[config.mk]
export PLATFORM = sky130hd
export DESIGN_NAME = locked_register_bank
export DESIGN_NICKNAME = d
export VERILOG_FILES = /design/src/rtl/locked_reg_pkg.sv /design/src/rtl/debug_unlock_fsm.sv /design/src/rtl/locked_register_bank.sv
export SDC_FILE = /design/constraint.sdc
export NUM_CORES = 1
export LEC_CHECK = 0
export ABC_AREA = 1
export BUFFER_PORTS_ARGS = -buffer_cell sky130_fd_sc_hd__buf_4
export CAP_MARGIN = 15
export CELL_PAD_IN_SITES_DETAIL_PLACEMENT = 1
export CELL_PAD_IN_SITES_GLOBAL_PLACEMENT = 2
export CORE_MARGIN = 3
export CORE_UTILIZATION = 28
export DETAILED_ROUTE_END_ITERATION = 10
export PLACE_DENSITY_LB_ADDON = 0.1
export SETUP_SLACK_MARGIN = 0.3
export SYNTH_ARGS = -nofsm -noshare
export SYNTH_HDL_FRONTEND = slang
export SYNTH_SLANG_ARGS = --single-unit
[constraint.sdc]
create_clock -name Clk -period 1.6 [get_ports Clk]
set_clock_uncertainty 0.1 [all_clocks]
set_input_delay 0.08 -clock Clk [delete_from_list [all_inputs] [get_ports Clk]]
set_output_delay 0.08 -clock Clk [all_outputs]
set_load 0.01 [all_outputs]
[src/rtl/locked_reg_pkg.sv]
// rtl/locked_reg_pkg.sv - shared types and constants for the lockable register bank
package locked_reg_pkg;

    typedef enum logic [1:0] {
        IDLE,
        ARMED,
        OPEN,
        LOCKOUT
    } unlock_state_t;

    localparam logic [15:0] DEFAULT_UNLOCK_KEY = 16'hA5C3;

endpackage

[src/rtl/debug_unlock_fsm.sv]
// rtl/debug_unlock_fsm.sv - two-key debug unlock sequencer with timeout and terminal lockout
module debug_unlock_fsm
    import locked_reg_pkg::*;
#(
    parameter int               WIDTH      = 16,
    parameter logic [WIDTH-1:0] UNLOCK_KEY = DEFAULT_UNLOCK_KEY,
    parameter int               UNLOCK_TMO = 8
) (
    input  logic             clk,
    input  logic             reset,
    input  logic             debug_mode,
    input  logic             trusted,
    input  logic             key_valid,
    input  logic [WIDTH-1:0] key_in,
    output logic             unlock_open,
    output logic             unlock_fail
);

    localparam int               CNT_W = $clog2(UNLOCK_TMO + 1);
    localparam logic [CNT_W-1:0] TMO   = CNT_W'(UNLOCK_TMO);
    localparam logic [WIDTH-1:0] KEY2  = ~UNLOCK_KEY;

    unlock_state_t    state_q, state_d;
    logic [CNT_W-1:0] cnt_q, cnt_d;
    logic             open_q, open_d;
    logic             fail_q, fail_d;
    logic             auth;

    always_comb begin
        state_d = state_q;
        cnt_d   = cnt_q;
        auth    = debug_mode & trusted;
        case (state_q)
            IDLE: begin
                if (key_valid) begin
                    if (auth && key_in == UNLOCK_KEY) begin
                        state_d = ARMED;
                        cnt_d   = '0;
                    end else begin
                        state_d = LOCKOUT;
                    end
                end
            end
            ARMED: begin
                // Saturating, so cnt_q != TMO is the same as cnt_q < TMO.
                if (cnt_q != TMO) cnt_d = cnt_q + CNT_W'(1);
                if (!auth || cnt_q == TMO) begin
                    state_d = IDLE;
                end else if (key_valid) begin
                    state_d = (key_in == KEY2) ? OPEN : LOCKOUT;
                end
            end
            OPEN: begin
                if (!auth || key_valid) state_d = IDLE;
            end
            default: state_d = LOCKOUT;
        endcase
        open_d = (state_d == OPEN);
        fail_d = (state_d == LOCKOUT);
    end

    always_ff @(posedge clk) begin
        if (reset) begin
            state_q <= IDLE;
            cnt_q   <= '0;
            open_q  <= 1'b0;
            fail_q  <= 1'b0;
        end else begin
            state_q <= state_d;
            cnt_q   <= cnt_d;
            open_q  <= open_d;
            fail_q  <= fail_d;
        end
    end

    assign unlock_open = open_q;
    assign unlock_fail = fail_q;

endmodule

[src/rtl/locked_register_bank.sv]
// rtl/locked_register_bank.sv - bank of sticky-lockable config registers with debug unlock window
module locked_register_bank
    import locked_reg_pkg::*;
#(
    parameter int               WIDTH      = 16,
    parameter int               NUM_REGS   = 4,
    parameter int               ADDR_W     = $clog2(NUM_REGS),
    parameter logic [WIDTH-1:0] RESET_VAL  = '0,
    parameter logic [WIDTH-1:0] UNLOCK_KEY = DEFAULT_UNLOCK_KEY,
    parameter int               UNLOCK_TMO = 8
) (
    input  logic                Clk,
    input  logic                reset,
    input  logic                write,
    input  logic [ADDR_W-1:0]   addr,
    input  logic [WIDTH-1:0]    Data_in,
    input  logic                Lock,
    input  logic [ADDR_W-1:0]   rd_addr,
    output logic [WIDTH-1:0]    Data_out,
    output logic [NUM_REGS-1:0] lock_status,
    output logic                write_err,
    input  logic                debug_mode,
    input  logic                trusted,
    input  logic                key_valid,
    input  logic [WIDTH-1:0]    key_in,
    output logic                unlock_open,
    output logic                unlock_fail
);

    localparam logic [ADDR_W:0] NUM_W = (ADDR_W + 1)'(NUM_REGS);

    logic [WIDTH-1:0]    regs_q [NUM_REGS];
    logic [WIDTH-1:0]    regs_d [NUM_REGS];
    logic [NUM_REGS-1:0] lock_q, lock_d;
    logic [WIDTH-1:0]    data_out_q, data_out_d;
    logic                write_err_q, write_err_d;
    logic                wr_in_range, rd_in_range, wr_ok;

    debug_unlock_fsm #(
        .WIDTH      (WIDTH),
        .UNLOCK_KEY (UNLOCK_KEY),
        .UNLOCK_TMO (UNLOCK_TMO)
    ) u_unlock (
        .clk         (Clk),
        .reset       (reset),
        .debug_mode  (debug_mode),
        .trusted     (trusted),
        .key_valid   (key_valid),
        .key_in      (key_in),
        .unlock_open (unlock_open),
        .unlock_fail (unlock_fail)
    );

    always_comb begin
        regs_d      = regs_q;
        lock_d      = lock_q;
        wr_in_range = ({1'b0, addr} < NUM_W);
        rd_in_range = ({1'b0, rd_addr} < NUM_W);
        // Old lock value qualifies the write, so a same-cycle write+Lock still lands.
        wr_ok       = write & wr_in_range & (~lock_q[addr] | unlock_open);
        if (wr_ok) regs_d[addr] = Data_in;
        if (Lock && wr_in_range) lock_d[addr] = 1'b1;
        write_err_d = write & ~wr_ok;
        data_out_d  = rd_in_range ? regs_q[rd_addr] : '0;
    end

    always_ff @(posedge Clk) begin
        if (reset) begin
            for (int i = 0; i < NUM_REGS; i++) regs_q[i] <= RESET_VAL;
            lock_q      <= '0;
            data_out_q  <= RESET_VAL;
            write_err_q <= 1'b0;
        end else begin
            regs_q      <= regs_d;
            lock_q      <= lock_d;
            data_out_q  <= data_out_d;
            write_err_q <= write_err_d;
        end
    end

    assign Data_out    = data_out_q;
    assign lock_status = lock_q;
    assign write_err   = write_err_q;

endmodule
==> results.md <==
* Routability congestion estimate at 0.759
* Synth top area share at 0.402
* Tightest Pin Transition at 558 ps
* Register-to-register setup slack at 90 ps
* Synth Area in Compound Gates at 0.100
* Mapped Area at 4630 um^2
* Critical path, cell by cell: inv_2, nor2_2, a21oi_2, nand2_2, nand2_4, buf_12, nand3_4, clkbuf_16, nand2_2, inv_1, nor2_1
* CP required at 1790 ps
* Simple-gate share of the synthesized area at 0.312
* Routed Antenna Nets at 0
* Die area at 18,100 um^2
* Min Tclk post-route at 1510 ps
* Most frequent cells in the layout: inv_1, nand2_1, buf_4, dfxtp_1, nor2_1
* Clock sink count at 93
* Hold Path Class: primary input to register
* Synth Area in XOR/XNOR at 0.00378
* Headroom to the max-slew limit at 0.624
* Pre-CTS setup slack at 48.3 ps
* Maximum number of pins on one net before global-route repair at 42
* Pwr Density at 975 nW/um^2
* Most common cell after layout, fill and taps aside: inv_1
* Peak supply drop at 0.498 mV
* Yosys warnings at 0
* Drt pass-1 iters at 4
* Sw frac at 0.272
* Period utilisation layout at 0.941
* WP buf/inv at 4
* Cell mode on critical path: nand2_2
* Design area at 6260 um^2
* # IOs at 66
* Synth area leaders: dfxtp_1, inv_1, nand2_1, nand4_1, nor2_1
* Clock network power share at 0.417
* Global Route Usage Sum at 0.182
* Routed wire length per instance at 16.1 um
* Post-synthesis sequential area ratio at 0.402
* CP max stage delay at 330 ps
* Num CTS Buffers at 9
* H-Tree Depth at 3
* Critical path arrival at 1690 ps
* DP Area at 5490 um^2
* Drt total wl at 16,600 um
* Clk pin slew, worst setup/hold paths at 70 ps
* Pint at 4440 uW
* Number of global-route vias before repair at 4,775
* Largest delay share family, worst path: simple AND/OR/NAND/NOR gates
* Largest family of logic cells by synthesized area: simple AND/OR/NAND/NOR gates
* Post-detail-place hpwl at 11,100 um
* First-pass GRT wire length at 25,700 um
* Post-synth top area cell: dfxtp_1
* Total number of vias at 4,761
* Insertion delay to the later sink of the worst-skew pair at 360 ps
* Cells after Synth at 733
* Comb pwr share at 0.174
* Adder-cell area share of the yosys netlist at 0.00540
* Initial core utilization at 0.288
* #FFs+latches synth at 93
* Run status: complete, no violations
* Max-slew violation count at 0
* Net switching component of the power at 1660 uW
* Starting DRT DRC Count at 184
* Reg power frac at 0.409
* Maximum clock path buffer count at 2
* RSZ-0062 raised after global routing: true
* Number of buffers added on ports at 65
* Startpoint Class: register
* Chip height at 135 um
* Root buffer cell: clkbuf_16
* Post-layout util at 0.390
* Area grow syn2layout at 35.1%
* # rows at 46
* Fin nets at 855
* Total global routing overflow at 0
* Setup WS post-layout at 94.0 ps
* Post-synthesis mux area share at 0
* Vias per Instance at 4.62
* Hold Fails Final Rpt at 0
* Die X-Extent at 135 um
* Static Leak at 0.00304 uW
* Initial antenna violation count at 0
* Post-Syn Nets at 778
* Setup TNS at 0 ps
* Final setup violation count at 0
* Worst-path fanout max at 6
* Number of max-cap violations at 0
* Distinct cells, synth at 21
* Share of cells above drive strength 1 at 0.215
* N_diodes at 0
* Placeable Area at 16,100 um^2
* Worst Setup End Kind: register
* Syn_area_per_cell at 6.32 um^2
* DRC at 0
* Crit-path slowest cell: dfxtp_2
* CTS tree: yes
* Worst setup path category: register to register
* Max Freq at 664 MHz
[state kept, by name, summed over array words and instances (netlist names)]
signal	cells
lock_status	4
u_unlock.cnt_q	4
write_err	1
u_unlock.unlock_fail	1
u_unlock.state_q	2
u_unlock.unlock_open	1
Data_out	16
regs_q	64
[synth_stat cells]
| cell type | n |
|---|---|
| nand2_1 | 167 |
| nand4_1 | 67 |
| nand3_1 | 9 |
| buf_1 | 7 |
| clkinv_1 | 1 |
| clkbuf_1 | 24 |
| nor2_2 | 3 |
| nor2_1 | 84 |
| nand2_2 | 1 |
| buf_4 | 4 |
| inv_1 | 169 |
| buf_6 | 1 |
| ha_1 | 2 |
| or2_2 | 1 |
| xor2_1 | 2 |
| dfxtp_1 | 93 |
| o21ai_0 | 34 |
| buf_2 | 5 |
| a22oi_1 | 1 |
| nor3_1 | 1 |
| a21oi_1 | 57 |
[stage by stage]
step                      total power (uW)  hold WS (ps)  std cells
after global routing                  6400          45.1       1031
after global placement                3460           289        999
final                                 6100          31.0       1031
after CTS                             6090          14.5       1021
after detailed placement              3490           290        999
after floorplan                       3100           117        733
[metal layers]
| layer | track usage | wire length [um] | vias up |
|---|---|---|---|
| li1 | - | - | 2396 |
| met1 | 0.253 | 8130 | 2296 |
| met2 | 0.288 | 7690 | 57 |
| met3 | 0.0294 | 516 | 12 |
| met4 | 0.0628 | 216 | 0 |
| met5 | 0 | 0 | - |
[kinds of logic (layout without fill, tap and decap cells)]
group,after synthesis,count (layout)
AND/OR/NAND/NOR,333,333
buffers and inverters,211,293
AO/OA/AOI/OAI,92,92
adder cells (fa/ha/maj),2,2
flip-flops,93,93
XOR/XNOR,2,2
[power groups by stage]
stage / clock network [uW] / logic, uW / registers, uW
CTS: 2630 / 965 / 2500
global route: 2700 / 1200 / 2510
finish: 2540 / 1060 / 2500
detailed placement: 0 / 938 / 2550
floorplan: 0 / 545 / 2550
global placement: 0 / 914 / 2540
[worst register-to-register path: cells and delay by family, from the launching register on]
family                 cells  cell delay [ps]
buffers and inverters      4              420
flip-flops                 1              330
AO/OA/AOI/OAI              1              120
AND/OR/NAND/NOR            6              480
[final cells by class]
| cell class | count | area (um^2) |
|---|---|---|
| Multi-Input combinational cell | 429 | 2150 |
| Clock inverter | 6 | 110 |
| Inverter | 170 | 638 |
| Timing Repair Buffer | 107 | 986 |
| Tap cell | 216 | 270 |
| Sequential cell | 93 | 1870 |
| Fill cell | 2037 | 9800 |
| Clock buffer | 10 | 239 |
[repair_timing]
action | 4_1_cts | 5_1_grt
pin swaps | 9 | 20
endpoints found under the hold margin | 6 | 0
hold buffers | 2 | 0
cloned | 0 | 4
setup buffers | 4 | 6
gates resized for setup | 15 | 46
setup endpoints to repair | 73 | 73
[path summary, 6_finish.rpt]
path,from,end,cells past startpoint
setup / recovery,lock_status[3]$_SDFFE_PP0P_,regs_q[2]$_SDFFE_PP0P_,11
hold / removal,reset,regs_q[63]$_SDFFE_PP0P_,4
setup reg to reg,lock_status[3]$_SDFFE_PP0P_,regs_q[2]$_SDFFE_PP0P_,11
hold reg to reg,lock_status[3]$_SDFFE_PP0P_,lock_status[3]$_SDFFE_PP0P_,2
Note: power is estimated with default switching activity, not from simulation.
